**config.mk**
```make
export PLATFORM = sky130hd
export DESIGN_NAME = serial_shift_unit_flat
export DESIGN_NICKNAME = d
export VERILOG_FILES = /design/src/rtl/serial_shift_unit_if.sv /design/src/rtl/serial_shift_unit.sv /design/src/flat_wrapper.sv
export SDC_FILE = /design/constraint.sdc
export NUM_CORES = 1
export LEC_CHECK = 0
export ABC_AREA = 1
export CORE_MARGIN = 5
export CORE_UTILIZATION = 49
export CTS_BUF_LIST = sky130_fd_sc_hd__clkbuf_4 sky130_fd_sc_hd__clkbuf_8
export DETAILED_ROUTE_END_ITERATION = 10
export PLACE_DENSITY = 0.82
export REMOVE_ABC_BUFFERS = 1
export SETUP_SLACK_MARGIN = 0.02
export SLEW_MARGIN = 20
export SYNTH_ARGS = -nofsm -noshare
export SYNTH_HDL_FRONTEND = slang
export SYNTH_SLANG_ARGS = --single-unit
```
**constraint.sdc**
```tcl
create_clock -name clk -period 1.2 [get_ports clk]
set_input_delay 0.12 -clock clk [delete_from_list [all_inputs] [get_ports clk]]
set_output_delay 0.12 -clock clk [all_outputs]
set_load 0.03 [all_outputs]
```
**src/rtl/serial_shift_unit_if.sv**
```systemverilog
// Handshake bundle for the multi-cycle shift/rotate unit: operand side in,
// result side out, plus a busy status flag.
interface serial_shift_unit_if #(
   parameter int N  = 8,
   parameter int AW = $clog2(N) + 1
);
   logic          in_valid;
   logic          in_ready;
   logic [N-1:0]  A;
   logic [AW-1:0] amt;
   logic [2:0]    mode;
   logic          CB_in;
   logic          out_valid;
   logic          out_ready;
   logic [N-1:0]  res;
   logic          CB_out;
   logic          busy;

   // Producer/consumer side that drives operands and accepts results.
   modport master (
      output in_valid, A, amt, mode, CB_in, out_ready,
      input  in_ready, out_valid, res, CB_out, busy
   );

   // The shift unit itself.
   modport slave (
      input  in_valid, A, amt, mode, CB_in, out_ready,
      output in_ready, out_valid, res, CB_out, busy
   );
endinterface

```
**src/rtl/serial_shift_unit.sv**
```systemverilog
// Sequential shift/rotate unit: accepts one bundle, steps one bit per clock
// for amt cycles, then holds res/CB_out until the consumer takes them.
module serial_shift_unit #(
   parameter int N  = 8,
   parameter int AW = $clog2(N) + 1
) (
   input logic               clk,
   input logic               rst_n,
   serial_shift_unit_if.slave bus
);

   typedef enum logic [1:0] {IDLE, SHIFT, DONE} state_e;

   typedef enum logic [2:0] {
      SLL0 = 3'b000,
      SLL1 = 3'b001,
      SRL0 = 3'b010,
      SRL1 = 3'b011,
      RCL  = 3'b100,
      SRA  = 3'b101,
      ROL  = 3'b110,
      ROR  = 3'b111
   } mode_e;

   state_e        state;
   mode_e         mode_q;
   logic [N-1:0]  res_q;
   logic          c_q;
   logic [AW-1:0] cnt_q;
   logic          out_valid_q;
   logic          in_ready_q;
   logic          busy_q;

   logic [N-1:0]  step_r;
   logic          step_c;

   // One bit-step of the selected operation on the held result and carry.
   always_comb begin
      // NOTE: defaults first so every path assigns both outputs; no latch.
      step_r = res_q;
      step_c = c_q;
      case (mode_q)
         SLL0: begin step_c = res_q[N-1]; step_r = {res_q[N-2:0], 1'b0};     end
         SLL1: begin step_c = res_q[N-1]; step_r = {res_q[N-2:0], 1'b1};     end
         SRL0: begin step_c = res_q[0];   step_r = {1'b0, res_q[N-1:1]};     end
         SRL1: begin step_c = res_q[0];   step_r = {1'b1, res_q[N-1:1]};     end
         RCL:  begin step_c = res_q[N-1]; step_r = {res_q[N-2:0], c_q};      end
         SRA:  begin step_c = res_q[0];   step_r = {res_q[N-1], res_q[N-1:1]}; end
         ROL:  begin step_c = res_q[N-1]; step_r = {res_q[N-2:0], res_q[N-1]}; end
         ROR:  begin step_c = res_q[0];   step_r = {res_q[0], res_q[N-1:1]}; end
         default: begin step_r = res_q; step_c = c_q; end
      endcase
   end

   always_ff @(posedge clk) begin
      // NOTE: non-blocking assignments so all state updates see pre-edge values.
      if (!rst_n) begin
         state       <= IDLE;
         mode_q      <= SLL0;
         res_q       <= '0;
         c_q         <= 1'b0;
         cnt_q       <= '0;
         out_valid_q <= 1'b0;
         in_ready_q  <= 1'b1;
         busy_q      <= 1'b0;
      end else begin
         case (state)
            IDLE: begin
               if (bus.in_valid) begin
                  res_q      <= bus.A;
                  c_q        <= bus.CB_in;
                  mode_q     <= mode_e'(bus.mode);
                  cnt_q      <= bus.amt;
                  in_ready_q <= 1'b0;
                  busy_q     <= 1'b1;
                  if (bus.amt == '0) begin
                     state       <= DONE;
                     out_valid_q <= 1'b1;
                  end else begin
                     state <= SHIFT;
                  end
               end
            end
            SHIFT: begin
               res_q <= step_r;
               c_q   <= step_c;
               cnt_q <= cnt_q - AW'(1);
               if (cnt_q == AW'(1)) begin
                  state       <= DONE;
                  out_valid_q <= 1'b1;
               end
            end
            DONE: begin
               if (bus.out_ready) begin
                  state       <= IDLE;
                  out_valid_q <= 1'b0;
                  in_ready_q  <= 1'b1;
                  busy_q      <= 1'b0;
               end
            end
            default: begin
               state       <= IDLE;
               out_valid_q <= 1'b0;
               in_ready_q  <= 1'b1;
               busy_q      <= 1'b0;
            end
         endcase
      end
   end

   assign bus.res       = res_q;
   assign bus.CB_out    = c_q;
   assign bus.out_valid = out_valid_q;
   assign bus.in_ready  = in_ready_q;
   assign bus.busy      = busy_q;

endmodule
```
**src/flat_wrapper.sv**
```systemverilog
// flat-port wrapper written by rule: the top's interface ports become plain ports
module serial_shift_unit_flat 
#(
   parameter int N  = 8,
   parameter int AW = $clog2(N) + 1
)
  (clk, rst_n, bus_in_valid, bus_A, bus_amt, bus_mode, bus_CB_in, bus_out_ready, bus_in_ready, bus_out_valid, bus_res, bus_CB_out, bus_busy);
  serial_shift_unit_if #(.N(N), .AW(AW)) bus_i ();
  input logic clk;
  input logic rst_n;
  input wire logic [$bits(bus_i.in_valid)-1:0] bus_in_valid;
  input wire logic [$bits(bus_i.A)-1:0] bus_A;
  input wire logic [$bits(bus_i.amt)-1:0] bus_amt;
  input wire logic [$bits(bus_i.mode)-1:0] bus_mode;
  input wire logic [$bits(bus_i.CB_in)-1:0] bus_CB_in;
  input wire logic [$bits(bus_i.out_ready)-1:0] bus_out_ready;
  output wire logic [$bits(bus_i.in_ready)-1:0] bus_in_ready;
  output wire logic [$bits(bus_i.out_valid)-1:0] bus_out_valid;
  output wire logic [$bits(bus_i.res)-1:0] bus_res;
  output wire logic [$bits(bus_i.CB_out)-1:0] bus_CB_out;
  output wire logic [$bits(bus_i.busy)-1:0] bus_busy;
  assign bus_i.in_valid = bus_in_valid;
  assign bus_i.A = bus_A;
  assign bus_i.amt = bus_amt;
  assign bus_i.mode = bus_mode;
  assign bus_i.CB_in = bus_CB_in;
  assign bus_i.out_ready = bus_out_ready;
  assign bus_in_ready = bus_i.in_ready;
  assign bus_out_valid = bus_i.out_valid;
  assign bus_res = bus_i.res;
  assign bus_CB_out = bus_i.CB_out;
  assign bus_busy = bus_i.busy;
  serial_shift_unit #(.N(N), .AW(AW)) u_core (.clk(clk), .rst_n(rst_n), .bus(bus_i));
endmodule
```
; Word level (Yosys, flattened, before mapping)
; Cells that the tools add are included.
[totals]
reg_bits = 21
input_bits = 20
wordCells = 61
out_inout_bits = 12
[classes]
n_reduce_logical = 12
eq_ne = 15
addsub = 1
n_mux = 23
bitwise = 1
[ops]
columns = op, count
row1 = 8-bit case mux with 8 select lines, 1
row2 = 8-bit case mux with 2 select lines, 1
row3 = 3-bit equality test (second input constant), 4
row4 = 1-bit case mux with 3 select lines, 3
row5 = 3-bit AND reduction, 3
row6 = 1-bit 2-to-1 mux, 8
row7 = 2-bit 2-to-1 mux, 4
row8 = 8-bit 2-to-1 mux, 1
row9 = 4-bit case mux with 2 select lines, 1
row10 = 4-bit OR reduction, 2
row11 = 3-bit by 2-bit equality test with 1-bit output (second input constant), 2
row12 = 2-bit inequality test (second input constant), 3
row13 = 2-bit case mux with 3 select lines, 1
row14 = 4-bit by 1-bit equality test with 1-bit output (second input constant), 1
row15 = 4-bit zero test, 1
row16 = 4-bit 2-to-1 mux, 1
row17 = 2-bit by 1-bit inequality test with 1-bit output (second input constant), 2
row18 = 1-bit case mux with 2 select lines, 2
row19 = 2-bit AND reduction, 2
row20 = 4-bit AND reduction, 1
row21 = 4-bit by 1-bit subtractor with 4-bit output (second input constant), 1
row22 = 3-bit by 1-bit equality test with 1-bit output (second input constant), 1
row23 = 3-bit zero test, 1
row24 = 2-bit by 1-bit equality test with 1-bit output (second input constant), 1
row25 = 4 further kinds, 4

; Longest topological paths before layout
; Gate-level depths: netlist of run 1.
[depth]
ltp_word = 4
depth_mapped = 7
ltp_nobuf = 7

; Worst setup path after synthesis of run 1
; Ideal clock, no wire load.
[synth_timing]
path_type = register -> register
from = reg u_core.state[1]
to = reg u_core.c_q, in the netlist u_core.bus.CB_out
period_less_slack_ps = 1077
arrival_time_ps = 954
setup_ps = 123
path_buffers = 1
t_required_ps = 1077
stages_incl_launch_ff = 7
setup_slack_ps = 123
path_cell_list = dfxtp_1 > nor2_2 > nand2_2 > nand2_4 > buf_6 > a21oi_1 > a21oi_1
[synth_between]
elab_chain_len = 3
elab_cells_between_ends = 6
classes_between = eq/ne (2) / mux (1) / reduce/logical (3)
[synth_rtl]
columns = element, line
row1 = start: declaration, serial_shift_unit.sv:25  ; state_e state;
row2 = start signal: assignment, serial_shift_unit.sv:58  ; state <= IDLE;
row3 = start signal: assignment, serial_shift_unit.sv:77  ; state <= DONE;
row4 = start signal: assignment, serial_shift_unit.sv:80  ; state <= SHIFT;
row5 = 2-bit by 1-bit equality test with 1-bit output or 2-bit zero test (tied branches), serial_shift_unit.sv:67  ; case (state)
row6 = 2-bit nonzero test (no line) or 2-bit inequality test (tied branches), --
row7 = 2-bit AND reduction (no line), --
row8 = end signal: assignment, serial_shift_unit.sv:71  ; c_q <= bus.CB_in;
row9 = end signal: assignment, serial_shift_unit.sv:86  ; c_q <= step_c;
row10 = end: declaration, serial_shift_unit.sv:28  ; logic c_q;
; Parallel ways exist; a longest one is shown, timed or not.
; A chain may end at the register's enable or synchronous reset.

; Worst setup path in the final report of run 1
[layout_timing]
from = reg u_core.state[1]
to = reg u_core.state[0]
[layout_between]
elab_chain_len = 3
elab_cells_between_ends = 8
classes_between = eq/ne (5) / mux (1) / reduce/logical (2)
[layout_rtl]
columns = element, line
row1 = 2-bit by 1-bit equality test with 1-bit output (tied with other cells), serial_shift_unit.sv:67
row2 = 2-bit by 1-bit inequality test with 1-bit output (no line) or 2-bit inequality test (tied branches), --
row3 = 3-bit AND reduction (no line), --
; Parallel ways exist; a longest one is shown, timed or not.

==> results of run 1 <==
[cell usage in the layout (no fill, tap or decap), drive strengths merged]
cell and n:
nand2 40, a21oi 26, buf 23, inv 22
dfxtp 21, clkdlybuf4s50 19, o21ai 16, nand3 12
clkbuf 12, o211ai 7, nor2 7, ha 2
nand3b 1, nor3b 1, or2 1, o21bai 1
nand4 1, o22ai 1, clkdlybuf4s15 1
[worst paths after layout]
path,from,endpoint,cells after the start
setup / recovery,u_core.state[1],u_core.state[0],7
hold / removal,bus_mode[1],u_core.mode_q[1],3
setup reg to reg,u_core.state[1],u_core.state[0],7
hold reg to reg,u_core.bus.in_ready,u_core.bus.in_ready,2
[cells by family (layout without fill, tap and decap cells)]
kind of cell	after synthesis	after routing	share of synthesized area, %
and+or+nand+nor	63	63	25.5
AOI/OAI and AO/OA	51	51	25.0
buffers and inverters	26	77	10.3
DFF	21	21	37.0
adders and majority gates	2	2	2.20
[metal layers]
layer | routed length [µm] | up-vias
li1 | - | 648
met1 | 1470 | 617
met2 | 1760 | 53
met3 | 207 | 7
met4 | 51 | 0
met5 | 0 | -
[flip-flops by register name, summed over array words and instances (netlist names)]
register and cells:
u_core.bus.res 8, u_core.cnt_q 4, u_core.mode_q 3, u_core.state 2, u_core.bus.CB_out 1, u_core.bus.busy 1, u_core.bus.in_ready 1, u_core.bus.out_valid 1
[layout make-up]
cell class	count	share of cell area [%]
multi-input combinational	116	38.8
clock buffer	4	1.79
sequential	21	25.8
tap	28	2.09
inverter	22	5.08
timing repair buffer	51	26.5
[metrics by stage]
| stage | total power, mW | worst slack (ps) |
|---|---|---|
| 2_1_floorplan | 1.65 | 78.7 |
| 3_3_place_gp | 2.11 | -59.5 |
| 3_5_place_dp | 2.15 | -110 |
| 4_1_cts | 2.56 | 20.1 |
| 5_1_grt | 2.88 | -50.8 |
| 6_report | 2.71 | 5.86 |
[critical path, cell delays in order (launching register included)]
cell and delay [ps]:
dfxtp_4 390, buf_12 130, nor2_4 200, buf_6 150
nand2_2 70, nand3_2 80, nand3_1 70, inv_1 60
[power by group through the flow]
stage | clock network (mW) | logic [mW] | registers [mW]
final | 0.376 | 1.37 | 0.962
after global routing | 0.410 | 1.48 | 0.983
after CTS | 0.380 | 1.24 | 0.944
after detailed placement | 0 | 1.19 | 0.960
after global placement | 0 | 1.16 | 0.957
after floorplan | 0 | 0.529 | 1.12
[repair_timing]
action                                 in CTS  in global routing
pin swaps                                   2                  6
resized for setup                          17                 43
endpoints found under the hold margin       0                  0
setup endpoints to repair                  18                 27
setup buffers                               4                  3
hold buffers                                0                  0
==> impl_results.md, run 1 <==
- Post-Syn Area: 1130 µm²
- F_max: 0.837 GHz
- Drt total wl: 3480 µm
- Combinational Power Share: 50.6%
- Seq/Total Area, Yosys: 37.0%
- # placed instances: 231
- Nets: 237
- PortBufs: 31
- CTS tree: done
- Synth area leader: dfxtp_1
- Clk_lat worst skew: 310 ps
- Clock-pin slew on the worst setup and hold paths: 120 ps
- Die width: 58.1 µm
- Top Usage Layer GRT: met2
- Clk_skew: 6.40 ps
- Vias per cell: 5.48
- Clock Sinks: 21
- Die area: 3380 µm²
- Top cells by count, synth: 36 x nand2_1, 24 x a21oi_1, 21 x dfxtp_1, 18 x inv_1, 16 x o21ai_0
- Startpoint types: flop
- Area Growth Syn to Fin: 47.5%
- M2 GR Usage: 36.8%
- Max cap viols: 0
- CP Capture Type: flop
- Dpl cell area: 1550 µm²
- Top FF cell, synth: dfxtp_1
- Pin count of the biggest net entering global routing: 16
- Ratio of cells with drive above 1 in the final layout: 29.4%
- Min-Delay Path Class: in -> reg
- Max-slew headroom: 85.7%
- Worst Path Arrival: 1460 ps
- Grt met1 use: 21.7%
- Hold slack: 430 ps
- Final hold violation count: 0
- Kind of critical path: reg -> reg
- Ranking of synthesized cells by area: dfxtp_1 37%, nand2_1 12%, a21oi_1 11%
- Pins Over Slew Limit: 0
- Placed wire-length estimate: 2360 µm
- NetSw: 1.14 mW
- CTS root buffer: clkbuf_4
- CTS Buf Count: 3
- Setup violations, final: 0
- Syn avg cell area: 6.96 µm²
- Fin crit period: 1190 ps
- Final Cycle Share: 99.5%
- Via count: 1325
- DR iter-0 viols: 44
- GPL Wtd Cong: 0.840
- Initial antenna violation count: 0
- Non-filler cells, final: 242
- Post-synth EDFFs: 0
- Sw frac: 42.0%
- Yosys warnings: 0
- Htree depth: 1
- Count leader, synth: nand2_1
- Register bit total from synthesis: 21
- DRT antenna net count: 0
- Number of global-route vias before repair: 1318
- Core ar.: 2210 µm²
- CTS Buffer Depth: 2
- Leak: 0.735 nW
- DR DRC count: 0
- Synth Instances: 163
- Post-synth top area share: 37.0%
- Fillers: 175
- Drt pass-1 iters: 4
- Least-Margin Pin Slew: 214 ps
- Initial Util: 51.3%
- # IOs: 32
- Final Cell Area: 1670 µm²
- Multi-input gate area in the final layout: 649 µm²
- Clock power share: 13.9%
- Register area: 432 µm²
- Final core utilization: 75.7%
- Data required, critical path: 1460 ps
- PwrDens: 1620 nW/µm²
- GR Util All Layers: 19.7%
- WL per Instance: 14.4 µm
- First-pass GRT wire length: 5290 µm
- Reg-to-reg setup timing slack: 6 ps
- FP Rows: 17
- Distinct cells, synth: 24
- Sequential Power Share: 35.5%
- Synth async-reset ratio: 0%
- Peak VDD IR: 1.14 mV
- Pint: 1.57 mW
- Ant diodes: 0
- Status: finished clean
- Worst-path fanout max: 6
- Setup TNS: 0 ps
- RSZ-0062 raised after global routing: true
- Die Ht: 58.1 µm
- GR Util met3: 4.01%
- Global route total overflow: 0
Power figures use the tool's default switching activity.
==> run 2: changes to the inputs <==
- MAX_ROUTING_LAYER: default -> met4
==> run 2 against run 1 <==
Net effect:
- critical endpoint unchanged
- worst hold slack improved by 8.1 ps
- routed wire length fell by 4.1%
- power shrank 1.3%
- largest power group unchanged
- count of clock-buffer cells in the layout unchanged
==> impl_results.md, run 2 (same netlist as run 1, synthesis figures left out) <==
- Crit path launch: u_core.state[1]
- CTS root buffer: clkbuf_4
- Final Cycle Share: 98.2%
- Pins Over Slew Limit: 0
- Clock Sinks: 21
- Ratio of cells with drive above 1 in the final layout: 29.0%
- Reg-to-reg setup timing slack: 20 ps
- Vias per cell: 5.40
- Hold slack: 439 ps
- Logic depth of the worst register-to-register path: 7
- PortBufs: 31
- Ant diodes: 0
- Die width: 58.1 µm
- Initial Util: 51.3%
- Max cap viols: 0
- CP Buf/Inv Count: 3
- Fillers: 179
- RSZ-0062 raised after global routing: true
- Leak: 0.730 nW
- Die area: 3380 µm²
- Peak VDD IR: 1.17 mV
- Fin crit period: 1180 ps
- Die Ht: 58.1 µm
- Global route total overflow: 0
- GPL Wtd Cong: 0.853
- Final hold violation count: 0
- Largest stage delay, worst path: 390 ps
- Pin count of the biggest net entering global routing: 16
- Status: finished clean
- CTS tree: done
- # IOs: 32
- CTS Buf Count: 3
- # placed instances: 231
- Clk_lat worst skew: 300 ps
- Setup violations, final: 0
- Drt pass-1 iters: 4
- Htree depth: 1
- DR iter-0 viols: 51
- Placed wire-length estimate: 2360 µm
- Kind of critical path: reg -> reg
- Multi-input gate area in the final layout: 636 µm²
- WP depth: 7
- Area Growth Syn to Fin: 46.3%
- F_max: 0.848 GHz
- Min-Delay Path Class: in -> reg
- Nets: 237
- DR DRC count: 0
- Worst setup path endpoint: u_core.state[0]
- Worst Path Arrival: 1430 ps
- CP Capture Type: flop
- Final core utilization: 75.1%
- FP Rows: 17
- Clock-pin slew on the worst setup and hold paths: 110 ps
- GR Util All Layers: 20.3%
- R2R Path End: u_core.state[0]
- PwrDens: 1610 nW/µm²
- Clk_skew: 0.804 ps
- Worst-path fanout max: 6
- Startpoint types: flop
- Largest register FFs: 8
- Core ar.: 2210 µm²
- Via count: 1308
- Critical-path top delay cell: dfxtp_4
- Final Cell Area: 1660 µm²
- DRT antenna net count: 0
- Commonest cells after routing, fill and taps aside: 33 x nand2_1, 23 x a21oi_1, 19 x clkdlybuf4s50_1, 19 x buf_4
- Non-filler cells, final: 242
- Hold-fix buffers, CTS: 0
- First-pass GRT wire length: 5290 µm
- WL per Instance: 13.8 µm
- Least-Margin Pin Slew: 217 ps
- CTS Buffer Depth: 2
- Number of global-route vias before repair: 1318
- Register area: 428 µm²
- Data required, critical path: 1460 ps
- Dpl cell area: 1550 µm²
- Max-slew headroom: 85.5%
- Crit-path cells: buf_12 -> nor2_4 -> buf_6 -> nand2_2 -> nand3_2 -> nand3_1 -> inv_1
- Initial antenna violation count: 0
- Drt total wl: 3340 µm
- RR Startpoint: u_core.state[1]
- Top delay family on crit path: simple AND/OR/NAND/NOR gates
- Commonest non-fill, non-tap cell in the layout: nand2_1
[run 2: stage by stage]
| stage | power, mW | worst slack [ps] | TNS (ps) |
|---|---|---|---|
| floorplan | 1.65 | 78.7 | 0 |
| global placement | 2.11 | -59.5 | -498 |
| detailed placement | 2.15 | -110 | -1170 |
| CTS | 2.56 | 20.1 | 0 |
| global route | 2.85 | -31.4 | -153 |
| finish | 2.67 | 21.4 | 0 |
[run 2: how the worst min path moves through the flow]
stage	start	to	slack [ps]	cells after the start
detailed placement	u_core.bus.out_valid	u_core.bus.out_valid	440	2
global route	bus_mode[2]	u_core.mode_q[2]	410	3
CTS	bus_mode[2]	u_core.mode_q[2]	430	3
global placement	u_core.bus.out_valid	u_core.bus.out_valid	440	2
floorplan	rst_n	u_core.bus.in_ready	200	1
finish	bus_mode[0]	u_core.mode_q[0]	440	3
[run 2: report_power, final]
part / total [mW] / switching (mW) / internal, mW
registers: 0.960 / 0.117 / 0.843
clock network: 0.368 / 0.216 / 0.152
logic: 1.34 / 0.775 / 0.569
[run 2: timing repair]
action | in CTS | in global routing
setup endpoints to repair | 18 | 27
pin swaps | 2 | 8
hold endpoints to repair | 0 | 0
setup buffers | 4 | 3
gates resized for setup | 17 | 40
[run 2: worst reg2reg max path, delay by kind of cell (launching register included)]
family	cells	cell delay [ps]
flops	1	390
buf+inv	3	340
simple gates	4	400
[run 2: routing by layer]
metal / vias to the layer above / share of wire (%) / routed length, µm / GRT usage, %
li1: 650 / - / - / -
met1: 615 / 42 / 1390 / 21.7
met2: 39 / 52 / 1740 / 36.6
met3: 4 / 5.5 / 183 / 4.01
met4: 0 / 0.84 / 28 / 7.28
met5: - / 0 / 0 / -
[run 2: cell type report]
type / count / area share [%]
repair buffers: 51 / 26.9
flip-flops and latches: 21 / 25.8
multi-input cells: 116 / 38.3
clock buffers: 4 / 1.81
well taps: 28 / 2.11
inverters: 22 / 5.12
==> run 3: changes to the inputs <==
- CTS_BUF_LIST: sky130_fd_sc_hd__clkbuf_4 sky130_fd_sc_hd__clkbuf_8 -> sky130_fd_sc_hd__clkbuf_2 sky130_fd_sc_hd__clkbuf_4 sky130_fd_sc_hd__clkbuf_8
==> results of run 3 <==
Final layout, timing and power as in run 2 (identical DEF).
